## src/rtl/serial_pkg.sv

```systemverilog
// Shared definitions for the serial sync-word detector and the frame capture block.
// Holds the capture FSM encoding, the sync word and the default payload width.
package serial_pkg;

    typedef enum logic {
        HUNT    = 1'b0,
        CAPTURE = 1'b1
    } state_t;

    localparam logic [6:0] SYNC_WORD      = 7'b1001001;
    localparam int         DEFAULT_DATA_W = 8;

endpackage

```

## src/rtl/serial_frame_capture.sv

```systemverilog
// Captures DATA_W payload bits after a detector match and hands them out on valid/ready.
// Word appears DATA_W cycles after match; a frame completing into an occupied slot is dropped and flagged.
module serial_frame_capture
    import serial_pkg::*;
#(
    parameter int DATA_W    = DEFAULT_DATA_W,
    parameter int MSB_FIRST = 1,
    parameter int CNT_W     = 16
) (
    input  logic              clock,
    input  logic              reset,
    input  logic              serial_line,
    input  logic              match,
    input  logic              data_ready,
    input  logic              overrun_clr,
    output logic [DATA_W-1:0] data_out,
    output logic              data_valid,
    output logic              overrun,
    output logic [CNT_W-1:0]  frame_count
);

    localparam int BW = $clog2(DATA_W + 1);

    state_t            state;
    state_t            state_nxt;
    logic [BW-1:0]     bit_cnt;
    logic [DATA_W-1:0] shift_reg;
    logic [DATA_W-1:0] shift_nxt;
    logic              sampling;
    logic              complete;
    logic              slot_free;

    // shift_nxt already holds the current bit, so it is the finished word in the completion cycle
    always_comb begin
        shift_nxt = (MSB_FIRST != 0) ? {shift_reg[DATA_W-2:0], serial_line}
                                     : {serial_line, shift_reg[DATA_W-1:1]};
        sampling  = (state == CAPTURE) || match;
        complete  = (state == CAPTURE) && (bit_cnt == BW'(DATA_W - 1));
        slot_free = !data_valid || data_ready;
        state_nxt = state;
        case (state)
            HUNT:    if (match)    state_nxt = CAPTURE;
            CAPTURE: if (complete) state_nxt = HUNT;
            default:               state_nxt = HUNT;
        endcase
    end

    always_ff @(posedge clock or negedge reset) begin
        if (!reset) begin
            state <= HUNT;
        end else begin
            state <= state_nxt;
        end
    end

    always_ff @(posedge clock or negedge reset) begin
        if (!reset) begin
            bit_cnt   <= '0;
            shift_reg <= '0;
        end else begin
            if (sampling) begin
                shift_reg <= shift_nxt;
            end
            if (complete) begin
                bit_cnt <= '0;
            end else if (sampling) begin
                bit_cnt <= bit_cnt + BW'(1);
            end
        end
    end

    always_ff @(posedge clock or negedge reset) begin
        if (!reset) begin
            data_out    <= '0;
            data_valid  <= 1'b0;
            overrun     <= 1'b0;
            frame_count <= '0;
        end else begin
            if (complete && slot_free) begin
                data_out    <= shift_nxt;
                data_valid  <= 1'b1;
                frame_count <= frame_count + CNT_W'(1);
            end else if (data_valid && data_ready) begin
                data_valid <= 1'b0;
            end
            // a drop in the same cycle as a clear leaves the flag set
            if (complete && !slot_free) begin
                overrun <= 1'b1;
            end else if (overrun_clr) begin
                overrun <= 1'b0;
            end
        end
    end

endmodule

```

## config.mk

```make
export PLATFORM = sky130hd
export DESIGN_NAME = serial_frame_capture
export DESIGN_NICKNAME = d
export VERILOG_FILES = /design/src/rtl/serial_pkg.sv /design/src/rtl/serial_frame_capture.sv
export SDC_FILE = /design/constraint.sdc
export NUM_CORES = 1
export LEC_CHECK = 0
export BUFFER_PORTS_ARGS = -buffer_cell sky130_fd_sc_hd__buf_2
export CELL_PAD_IN_SITES_DETAIL_PLACEMENT = 0
export CELL_PAD_IN_SITES_GLOBAL_PLACEMENT = 1
export CORE_MARGIN = 2
export CORE_UTILIZATION = 43
export DETAILED_ROUTE_END_ITERATION = 8
export GPL_TIMING_DRIVEN = 0
export HOLD_SLACK_MARGIN = 0.12
export PLACE_DENSITY = 0.85
export SYNTH_ARGS = -nofsm -noshare
export SYNTH_HDL_FRONTEND = slang
export SYNTH_SLANG_ARGS = --single-unit
```

## constraint.sdc

```tcl
create_clock -name clock -period 1.7 [get_ports clock]
set_input_delay 0.17 -clock clock [delete_from_list [all_inputs] [get_ports clock]]
set_output_delay 0.17 -clock clock [all_outputs]
set_load 0.1 [all_outputs]
```

==> summary by stage, run 1 <==
Run status
The flow ran to the end, and the final reports show no timing, DRC or antenna violations.

Timing
Hold timing on the final database bottoms out at a slack of 0.191 ns. Dividing the final minimum period by the clock period gives 95.6%. The worst pin sits at a relative slew slack of 45.7%. The slew at the pin closest to its max-slew limit is 0.815 ns.

For the final database, setup skew stands at 0.00482 ns. The count of final max-slew check failures is 0. The final setup violation count is 0.

The time the worst path needs with I/O delays and setup is 1.62 ns. The number of hold-slack violations in the final timing report is 0. Timing would allow up to 616 MHz.

Place
The count of input and output buffers is 31. The estimated wirelength of the detail-placed design is 2.05 mm. At the end of routability-driven placement, the weighted congestion stood at 0.737.

Routing
The total iterations of the first detailed-routing run is 4. In this run the remaining antenna-violating nets after routing total 0. After detailed routing, the average wire length per cell comes to 13.7 µm.

The detailed router finished its first iteration with 45 violations. The per-cell via count in the routed design is 5.00. The routed layout has 1035 vias.

For this run, design rule violations remaining after detail routing come to 0. Wires add up to 2.84 mm.

Final layout
The sequential cells in the finished layout cover a total of 971 µm². The layout cell share with drive strength beyond 1 is 49.1%. The count of nets after finishing is 166. The growth of design area from synthesis to finish is 22.9%. The multi-input combinational cells in the finished layout cover a total of 629 µm². Measured on the finished design, the core utilization comes to 54.5%. 0 antenna diodes ended up in the layout.

The register with the most flip-flops in the layout has 16 of them. The filler cell count in the final layout is 325.

Worst hold path
The path class of the tightest hold or removal check is primary input to flop.

Synth
The net count of the mapped netlist is 124. The cell type with the largest total area after synthesis is sky130_fd_sc_hd__dfrtp_1. The proportion of synthesized area in mux cells is 12.7%. After synthesis, the cell types taking the most area are sky130_fd_sc_hd__dfrtp_1, sky130_fd_sc_hd__mux2_2, sky130_fd_sc_hd__xnor2_1.

The synthesized instance count is 116. The unique cell type count in the Yosys netlist is 27. The post-synthesis instance area is 1600 µm².

The fraction of the mapped netlist area in simple logic gates is 14.9%. The synthesized design contains 0 enable-type register cells. A synthesized cell averages 13.8 µm². The most frequently used flop master after synthesis is sky130_fd_sc_hd__dfrtp_1.

Summing the areas of all fa, ha and maj instances in the mapped netlist gives 1.57% of the synthesized area. The main combinational cell family by area after synthesis is simple AND/OR/NAND/NOR gates. In this run the biggest area consumer among cell types represents 59.5% of the synthesized area. After Yosys synthesis, XOR and XNOR cells account for 8.77% of the synthesized area.

The synthesized netlist devotes 1.33% of its cell area to compound gates. The warning count from the yosys run is 0. The synthesized design contains 38 register bits. Of all flip-flops after synthesis, the portion carrying an async set or reset was 100%. Summing the sequential cell areas from Yosys gives 59.5% of the chip area.

GRT
The number of global-route vias before repair came to 1082. The all-layer global routing usage is 15.6%. The number of antenna violations at the first check in global routing was 0.

The global-route wire length before repair is 4.89 mm. Global routing finished with a remaining overflow of 0. Entering global routing, the biggest net connects 39 pins.

CTS
The clock latency at the later pin of the worst-skew pair is 0.29 ns. After clock tree synthesis, the clock-pin slew on the worst setup and hold paths is 0.07 ns. In this run the deepest clock path goes through 2 buffers. For this design, the sink count on the clock tree is 38. The root buffer cell chosen for the clock tree is sky130_fd_sc_hd__clkbuf_8. The maximum level of the CTS H-tree is 2. Counting the buffers created by CTS gives 5. The CTS tree is done.

Die
The chip width is 65.0 µm. The number of placement rows is 22. The die covers 4220 µm². For this configuration, the core starts out at a cell density of 44.3%. The number of placed I/O pins is 32. After floorplanning, the core was sized to cover 3610 µm². The die is 65.0 µm tall.

Setup path
On the critical path the largest part of the delay comes from flip-flops. Counting both buffers and inverters, the worst setup path holds a total of 1. Data on the critical path arrives at its endpoint at 1.79 ns. The startpoint type of the worst setup path is a flop. The highest cell delay on the worst timing path is 0.38 ns. The category of the most critical setup path is flop to flop. The signal on the critical path passes through ha_2, nand4b_4, nor2_4, buf_6, mux2_2. The highest fanout seen on the critical path is 10. The required time of the worst setup path is 1.87 ns. The slowest stage of the critical path is the sky130_fd_sc_hd__dfrtp_1 cell. STA classifies the critical path endpoint as a flop.

Run
Across the run, the number of max-cap violations was 0.
worst min-delay path, cell delays in order:
cell,delay [ns]
sky130_fd_sc_hd__buf_2,0.09
sky130_fd_sc_hd__nor2_1,0.05
sky130_fd_sc_hd__nor2_1,0.11
worst paths after layout:
path | start | end | slack, ns | cells after the start
worst max-delay path | bit_cnt[0]$_DFFE_PN0P_ | data_out[6]$_DFFE_PN0P_ | 0.08 | 5
worst min-delay path | match | state$_DFF_PN0_ | 0.19 | 3
worst max register to register | bit_cnt[0]$_DFFE_PN0P_ | data_out[6]$_DFFE_PN0P_ | 0.08 | 5
worst min register to register | frame_count[15]$_DFFE_PN0P_ | frame_count[15]$_DFFE_PN0P_ | 0.47 | 1
max in group asynchronous | reset | frame_count[0]$_DFFE_PN0P_ | 0.58 | 2
min in group asynchronous | reset | frame_count[7]$_DFFE_PN0P_ | 0.52 | 2
logic make-up (layout without fill, tap and decap cells):
kind of cell / count (synthesis) / after routing
fa+ha+maj: 2 / 2
xor+xnor: 16 / 16
compound gates: 4 / 4
simple gates: 35 / 35
flops: 38 / 38
buf+inv: 3 / 46
mux: 18 / 18
final cells by class:
| cell class | instances | area share [%] |
|---|---|---|
| Sequential cell | 38 | 49.4 |
| Multi-Input combinational cell | 75 | 32.0 |
| Clock buffer | 7 | 4.39 |
| Inverter | 1 | 0.191 |
| Buffer | 2 | 0.828 |
| Clock inverter | 1 | 0.255 |
| Timing Repair Buffer | 35 | 9.81 |
| Tap cell | 48 | 3.06 |
layout by cell type (no fill, tap or decap), types with 2 or more instances in the layout:
master,count
sky130_fd_sc_hd__dfrtp_2,10
sky130_fd_sc_hd__xor2_1,3
sky130_fd_sc_hd__clkbuf_8,6
sky130_fd_sc_hd__o21ai_0,2
sky130_fd_sc_hd__xnor2_1,13
sky130_fd_sc_hd__and3_1,4
sky130_fd_sc_hd__nand4_1,3
sky130_fd_sc_hd__nand2_1,7
sky130_fd_sc_hd__buf_2,32
sky130_fd_sc_hd__dfrtp_1,26
sky130_fd_sc_hd__dlygate4sd3_1,3
sky130_fd_sc_hd__dfrtp_4,2
sky130_fd_sc_hd__and4_1,2
sky130_fd_sc_hd__nor2_1,3
sky130_fd_sc_hd__nand3_1,6
sky130_fd_sc_hd__mux2_2,18
timing repair:
item	in CTS	in global routing
pin swaps	1	2
hold buffers	3	0
hold endpoints to repair	40	0
setup buffers	0	1
endpoints found under the setup margin	4	7
gates resized for setup	0	1
stage by stage:
| stage | setup slack [ns] | cell area [µm²] | TNS [ns] | cells |
|---|---|---|---|---|
| floorplan | -0.0437 | 1620 | -0.0437 | 116 |
| global placement | 0.0638 | 1830 | 0 | 195 |
| detailed placement | 0.0124 | 1830 | 0 | 195 |
| CTS | 0.00740 | 1950 | 0 | 206 |
| global route | -0.00832 | 1960 | -0.0131 | 207 |
| finish | 0.0754 | 1960 | 0 | 207 |
metal layers:
metal	global-route usage, %	wire, µm	share of wire [%]	vias up
met5	0	0	0	-
met3	4.34	144	5.1	6
met2	25.6	1420	50	27
li1	-	-	-	491
met1	18.6	1230	43	511
met4	7.98	48	1.7	0
Yosys cell counts (2+ instances only):
cell                      number
sky130_fd_sc_hd__xor2_1        3
sky130_fd_sc_hd__nor2_1        3
sky130_fd_sc_hd__xnor2_1      13
sky130_fd_sc_hd__and3_1        4
sky130_fd_sc_hd__nand3_1       6
sky130_fd_sc_hd__o21ai_0       2
sky130_fd_sc_hd__mux2_2       18
sky130_fd_sc_hd__dfrtp_1      38
sky130_fd_sc_hd__ha_1          2
sky130_fd_sc_hd__nand2_1       7
sky130_fd_sc_hd__nand4_1       3
sky130_fd_sc_hd__and4_1        2
Power of run 1 is left out: the tool's default activity adds up to more than one toggle a clock period on the data nets, which glitch-free logic cannot reach.
==> inputs of run 2 (changes only) <==
--- a/config.mk
+++ b/config.mk
@@ -14,6 +14,7 @@
 export GPL_TIMING_DRIVEN = 0
 export HOLD_SLACK_MARGIN = 0.12
 export PLACE_DENSITY = 0.85
+export SETUP_SLACK_MARGIN = 0.2
 export SYNTH_ARGS = -nofsm -noshare
 export SYNTH_HDL_FRONTEND = slang
 export SYNTH_SLANG_ARGS = --single-unit
==> run 2 against run 1 <==
Net effect: fmax is 8.6% higher; hold slack worse by 0.048 ns; critical path depth is 1 lower; die area stayed put; non-clock buffer count is 3 higher; first-iteration DRC count is 22% higher; wire length is 4.4% higher; sequential share of layout area is 1.4 points lower; flip-flop and latch count stayed put; critical path type unchanged; largest cell class unchanged.
==> summary by stage, run 2 (synthesis gave the netlist of run 1 again) <==
Final layout
The layout cell share with drive strength beyond 1 is 55.6% (was 49.1%). The flip-flop count of the largest register after layout is 16 (unchanged). The cell area after layout was 2070 µm² (was 1960 µm²). The count of nets after finishing was 169 (was 166).

The growth of design area from synthesis to finish is 29.4% (was 22.9%). Most frequent cells in the layout: sky130_fd_sc_hd__buf_2, sky130_fd_sc_hd__dfrtp_1, sky130_fd_sc_hd__xnor2_1 (was sky130_fd_sc_hd__buf_2, sky130_fd_sc_hd__dfrtp_1, sky130_fd_sc_hd__mux2_2). The final cell count without fillers was 210 (was 207). The count of antenna diodes in the layout is 0 (unchanged). The most common cell after layout, fill and taps aside is sky130_fd_sc_hd__buf_2 (unchanged).

Setup path
The startpoint type of the worst setup path was a flop (unchanged). The nature of the critical path endpoint was a flop (unchanged). The reg-to-reg endpoint is frame_count[7]$_DFFE_PN0P_ (was data_out[6]$_DFFE_PN0P_).

The cell depth of the worst flop-to-flop path is 4 (was 5). The highest fanout seen on the critical path is 6 (was 10). The data arrival at the endpoint of the critical path is 1.69 ns (was 1.79 ns). The critical path endpoint is frame_count[7]$_DFFE_PN0P_ (was data_out[6]$_DFFE_PN0P_). The worst-case register-to-register setup slack came to 0.20 ns (was 0.08 ns). The required time of the worst setup path is 1.89 ns (was 1.87 ns). The critical register-to-register path startpoint is data_valid$_DFFE_PN0P_ (was bit_cnt[0]$_DFFE_PN0P_). The category of the most critical setup path is flop to flop (unchanged). The critical path startpoint is data_valid$_DFFE_PN0P_ (was bit_cnt[0]$_DFFE_PN0P_).

Place
The count of input and output buffers is 31 (unchanged). The placed standard-cell area is 1870 µm² (was 1830 µm²). The estimated wirelength of the detail-placed design is 1.99 mm (was 2.05 mm). The final weighted congestion in routability-driven placement was 0.765 (was 0.737). The instance count after placement with tap cells included is 195 (unchanged).

Die
The total core area came to 3610 µm² (unchanged). The chip width is 65.0 µm (unchanged). The number of placement rows is 22 (unchanged). The number of placed I/O pins came to 32 (unchanged). The full die area is 4220 µm² (unchanged). The die boundary height was 65.0 µm (unchanged). The initial core utilization is 44.3% (unchanged).

Timing
The number of hold-slack violations in the final timing report was 0 (unchanged). The slew at the pin closest to its max-slew limit is 0.839 ns (was 0.815 ns). The post-route worst hold slack is 0.143 ns (was 0.191 ns). The count of final max-slew check failures came to 0 (unchanged). The final clock skew was 0.00916 ns (was 0.00482 ns). Setup repair after global routing could not meet its margin everywhere. The final critical-path share of the clock period was 88.0% (was 95.6%). The tightest slew margin relative to the limit is 44.1% (was 45.7%). The setup total negative slack was 0 ns (unchanged).

The maximum achievable frequency is 668 MHz (was 616 MHz). The final setup violation count is 0 (unchanged). The time the worst path needs with I/O delays and setup is 1.50 ns (was 1.62 ns).

CTS
The number of sinks on the clock net is 38 (unchanged). The TritonCTS buffer count is 5 (unchanged). The clock latency at the later pin of the worst-skew pair is 0.29 ns (about the same).

The clock root buffer is sky130_fd_sc_hd__clkbuf_8 (unchanged). The maximum level of the CTS H-tree is 2 (unchanged). The CTS tree is done (unchanged). The number of buffers on the longest clock path is 2 (unchanged). The clock transition at the register clock pins on the worst setup and hold paths after CTS is 0.07 ns (about the same).

Routing
The final wirelength was 2.96 mm (was 2.84 mm). The post-detailed-route wirelength per cell is 14.1 µm (was 13.7 µm). The violation count after the first detailed-routing iteration is 55 (was 45). The final antenna-violating net count came to 0 (unchanged).

The total via count after detailed routing is 1029 (was 1035). The total iterations of the first detailed-routing run is 2 (was 4). The count of unresolved DRC violations after routing is 0 (unchanged).

The per-cell via count in the routed design came to 4.90 (was 5.00).

GRT
The most used routing layer in global routing was met2 (unchanged). The met1 usage is 20.7% (was 18.6%). The all-layer global routing usage came to 16.0% (was 15.6%). The overflow left after global routing is 0 (unchanged). The number of antenna violations at the first check in global routing was 0 (unchanged). The routing usage on met3 was 6.60% (was 4.34%). The global-route wire length before repair is 5.02 mm (was 4.89 mm). The global routing usage on met2 is 25.0% (was 25.6%). The pin count of the biggest net entering global routing is 39 (unchanged). The number of global-route vias before repair is 1064 (was 1082).

Worst hold path
The startpoint of the most critical hold path was serial_line (was match). The worst min-delay path category is primary input to flop (unchanged).

Run
The number of max-capacitance violations reported is 0 (unchanged).

Run status
Result of the run: complete, no violations (unchanged).
-- run 2: repair_timing --
| item | 4_1_cts | 5_1_grt |
|---|---|---|
| hold buffers | 2 | 0 |
| gates cloned | 0 | 0 |
| pin swaps | 3 | 0 |
| setup buffers | 4 | 1 |
| endpoints found under the setup margin | 17 | 17 |
| resized for setup | 2 | 8 |
| hold endpoints to repair | 39 | 0 |
-- run 2: area by class of cell --
class                      count  area [µm²]
fill                         309        1540
sequential                    38         993
multi-input combinational     75         686
timing repair buffer          38         216
clock buffer                   7        86.3
tap                           48        60.1
buffer                         2        16.3
clock inverter                 1        5.00
inverter                       1        3.75
-- run 2: worst min-delay path by stage --
stage | endpoint | cells past startpoint
6_report | shift_reg[0]$_DFFE_PN0P_ | 2
4_1_cts | shift_reg[0]$_DFFE_PN0P_ | 2
3_5_place_dp | frame_count[5]$_DFFE_PN0P_ | 1
2_1_floorplan | bit_cnt[0]$_DFFE_PN0P_ | 0
5_1_grt | shift_reg[0]$_DFFE_PN0P_ | 2
3_3_place_gp | frame_count[7]$_DFFE_PN0P_ | 1
-- run 2: through the flow --
| stage | utilization (%) | setup WS, ns |
|---|---|---|
| after global routing | 57.3 | 0.131 |
| after global placement | 52.0 | 0.0674 |
| after detailed placement | 52.0 | 0.0342 |
| after floorplan | - | 0.0735 |
| final | 57.3 | 0.204 |
| after CTS | 56.2 | 0.219 |
-- run 2: routing by layer --
metal  share of wire, %  routed length, µm
met1                 47               1380
met2                 46               1370
met3                6.2                184
met4               0.91                 27
met5                  0                  0
-- run 2: worst max-delay path, cell delays in order, from the launching register on --
cell	delay (ns)
sky130_fd_sc_hd__dfrtp_4	0.48
sky130_fd_sc_hd__and2b_2	0.26
sky130_fd_sc_hd__nor3_4	0.32
sky130_fd_sc_hd__nand4_1	0.15
sky130_fd_sc_hd__xnor2_1	0.19
Power of run 2 is left out for the same reason.
==> inputs of run 3 (changes only) <==
--- a/config.mk
+++ b/config.mk
@@ -6,14 +6,15 @@
 export NUM_CORES = 1
 export LEC_CHECK = 0
 export BUFFER_PORTS_ARGS = -buffer_cell sky130_fd_sc_hd__buf_2
+export CAP_MARGIN = 20
 export CELL_PAD_IN_SITES_DETAIL_PLACEMENT = 0
 export CELL_PAD_IN_SITES_GLOBAL_PLACEMENT = 1
 export CORE_MARGIN = 2
-export CORE_UTILIZATION = 43
+export CORE_UTILIZATION = 46
 export DETAILED_ROUTE_END_ITERATION = 8
 export GPL_TIMING_DRIVEN = 0
 export HOLD_SLACK_MARGIN = 0.12
-export PLACE_DENSITY = 0.85
+export PLACE_DENSITY = 0.9
 export SETUP_SLACK_MARGIN = 0.2
 export SYNTH_ARGS = -nofsm -noshare
 export SYNTH_HDL_FRONTEND = slang
==> constraint.sdc (replaced) <==
create_clock -name clock -period 1.8 [get_ports clock]
set_input_delay 0.18 -clock clock [delete_from_list [all_inputs] [get_ports clock]]
set_output_delay 0.18 -clock clock [all_outputs]
set_load 0.1 [all_outputs]
==> run 3 against run 2 <==
Net effect: core utilization up 1.9 points; setup slack improved by 0.043 ns; first-iteration DRC count is 7.3% higher; critical path type unchanged; design area is 4.4% lower; highest routed layer unchanged; clock-buffer cell count unchanged; flip-flop and latch count is the same.
==> summary by stage, run 3 (synthesis gave the netlist of run 1 again) <==
Run status
Result of the run: complete, no violations (unchanged).

Routing
The per-cell via count in the routed design came to 5.03 (was 4.90). The top routing layer in use is met4 (unchanged). The total via count after detailed routing is 1037 (was 1029). The count of unresolved DRC violations after routing was 0 (unchanged). The total iterations of the first detailed-routing run is 3 (was 2).

The final wirelength is 2.79 mm (was 2.96 mm). The final antenna-violating net count is 0 (unchanged). The violation count after the first detailed-routing iteration is 59 (was 55).

The post-detailed-route wirelength per cell is 13.5 µm (was 14.1 µm). The met3 routed wirelength is 185 µm (was 184 µm). The sum of routed wire segments on met1 is 1.18 mm (was 1.38 mm). The sum of met2 wire segment lengths after detailed routing is 1.38 mm (was 1.37 mm).

GRT
The overflow left after global routing is 0 (unchanged). The number of antenna violations at the first check in global routing is 0 (unchanged). The global-route wire length before repair is 4.93 mm (was 5.02 mm). The all-layer global routing usage came to 16.4% (was 16.0%). The pin count of the biggest net entering global routing is 39 (unchanged).

The number of global-route vias before repair is 1019 (was 1064).

Final layout
The count of antenna diodes in the layout is 0 (unchanged). The cell area after layout came to 1980 µm² (was 2070 µm²). The count of nets after finishing is 167 (was 169). The most common cell after layout, fill and taps aside is sky130_fd_sc_hd__buf_2 (unchanged). The layout cell share with drive strength beyond 1 was 51.2% (was 55.6%).

The growth of design area from synthesis to finish is 23.7% (was 29.4%). The flip-flop count of the largest register after layout came to 16 (unchanged). Most frequent cells in the layout: sky130_fd_sc_hd__buf_2, sky130_fd_sc_hd__dfrtp_1, sky130_fd_sc_hd__mux2_2, sky130_fd_sc_hd__xnor2_1, sky130_fd_sc_hd__dfrtp_2 (was sky130_fd_sc_hd__buf_2, sky130_fd_sc_hd__dfrtp_1, sky130_fd_sc_hd__xnor2_1).

Timing
The final clock skew is 0.00883 ns (was 0.00916 ns). The count of final max-slew check failures was 0 (unchanged). The maximum achievable frequency is 644 MHz (was 668 MHz).

The slew at the pin closest to its max-slew limit is 0.802 ns (was 0.839 ns). The final critical-path share of the clock period is 86.3% (was 88.0%). The tightest slew margin relative to the limit came to 46.6% (was 44.1%).

The final setup violation count is 0 (unchanged). The post-route worst hold slack is 0.154 ns (was 0.143 ns). The setup total negative slack is 0 ns (unchanged).

Setup repair after global routing missed its margin: false (was true). The number of hold-slack violations in the final timing report is 0 (unchanged). The time the worst path needs with I/O delays and setup is 1.55 ns (was 1.50 ns).

Setup path
The category of the most critical setup path is flop to flop (unchanged). The highest cell delay on the worst timing path is 0.43 ns (was 0.48 ns). The highest fanout seen on the critical path is 10 (was 6). The required time of the worst setup path is 2.03 ns (was 1.89 ns). The critical-path cell with the highest stage delay is sky130_fd_sc_hd__dfrtp_1 (was sky130_fd_sc_hd__dfrtp_4).

The startpoint type of the worst setup path is a flop (unchanged). Cells along the critical path: ha_4, nand4b_4, nor2_4, buf_8, mux2_2 (was and2b_2, nor3_4, nand4_1, xnor2_1). The data arrival at the endpoint of the critical path came to 1.78 ns (was 1.69 ns). The worst-case register-to-register setup slack is 0.25 ns (was 0.20 ns).

The nature of the critical path endpoint is a flop (unchanged). The count of buffering cells on the critical path with inverters included is 1 (was 0). The kind of cell adding the most delay to the critical path is flip-flops (was simple AND/OR/NAND/NOR gates).

Place
The estimated wirelength of the detail-placed design came to 1.95 mm (was 1.99 mm). The placed standard-cell area was 1860 µm² (was 1870 µm²). The count of input and output buffers is 31 (unchanged). The final weighted congestion in routability-driven placement is 0.751 (was 0.765).

Die
The die boundary height is 62.9 µm (was 65.0 µm). The full die area came to 3960 µm² (was 4220 µm²). The number of placed I/O pins is 32 (unchanged). The chip width is 62.9 µm (was 65.0 µm). The total core area came to 3340 µm² (was 3610 µm²).

The initial core utilization came to 47.9% (was 44.3%). The number of placement rows is 21 (was 22).

CTS
The CTS tree is done (unchanged). The maximum level of the CTS H-tree is 2 (unchanged). The number of buffers on the longest clock path came to 2 (unchanged). The clock root buffer is sky130_fd_sc_hd__clkbuf_4 (was sky130_fd_sc_hd__clkbuf_8). The clock latency at the later pin of the worst-skew pair is 0.34 ns (was 0.29 ns). The clock transition at the register clock pins on the worst setup and hold paths after CTS is 0.10 ns (was 0.07 ns). The number of sinks on the clock net was 38 (unchanged). The TritonCTS buffer count is 5 (unchanged).

Worst hold path
The worst min-delay path category is primary input to flop (unchanged).

Run
The number of max-capacitance violations reported is 0 (unchanged).
## run 3: cell types whose count changed in the layout (fill, tap and decap cells not counted), moves of 2 or more
| cell | change |
|---|---|
| sky130_fd_sc_hd__buf_4 | -2 |
| sky130_fd_sc_hd__dfrtp_4 | -6 |
| sky130_fd_sc_hd__clkbuf_4 | +5 |
| sky130_fd_sc_hd__dfrtp_2 | +4 |
| sky130_fd_sc_hd__clkbuf_8 | -5 |
| sky130_fd_sc_hd__dfrtp_1 | +2 |
| sky130_fd_sc_hd__buf_6 | -2 |
## run 3: worst min-delay path: cells and delay by family
family / cells / cell delay (ns)
buf+inv: 1 / 0.09
simple gates: 2 / 0.17
## run 3: final timing paths
kind | cells after the start | endpoint | from
max | 5 | frame_count[1]$_DFFE_PN0P_ | bit_cnt[1]$_DFFE_PN0P_
min | 3 | state$_DFF_PN0_ | match
max reg2reg | 5 | frame_count[1]$_DFFE_PN0P_ | bit_cnt[1]$_DFFE_PN0P_
min reg2reg | 1 | frame_count[15]$_DFFE_PN0P_ | frame_count[15]$_DFFE_PN0P_
max in group asynchronous | 2 | frame_count[1]$_DFFE_PN0P_ | reset
min in group asynchronous | 2 | frame_count[5]$_DFFE_PN0P_ | reset
## run 3: layout make-up
type,instances,area (µm²)
multi-input cells,75,659
inverters,1,3.75
clock buffers,7,55.1
well taps,46,57.6
clock inverters,1,5.00
repair buffers,36,200
plain buffers,2,20.0
flip-flops and latches,38,976
fillers,302,1360
## run 3: per-stage QoR
step,instances,worst slack [ns],util [%]
5_1_grt,206,0.179,59.2
3_3_place_gp,193,0.152,55.6
6_report,206,0.247,59.2
4_1_cts,205,0.225,58.5
3_5_place_dp,193,0.126,55.6
2_1_floorplan,116,0.109,-
## run 3: what timing repair did
action | 4_1_cts | 5_1_grt
setup endpoints to repair | 6 | 14
endpoints found under the hold margin | 41 | 0
gates cloned | 0 | 0
setup buffers | 1 | 1
hold buffers | 3 | 0
resized for setup | 0 | 3
pin swaps | 1 | 2
## run 3: routing by layer
metal	track usage, %	vias to the layer above
met5	0	-
met4	6.67	0
met3	6.67	5
met2	25.5	29
met1	20.3	509
li1	-	494
Power of run 3 is left out for the same reason.
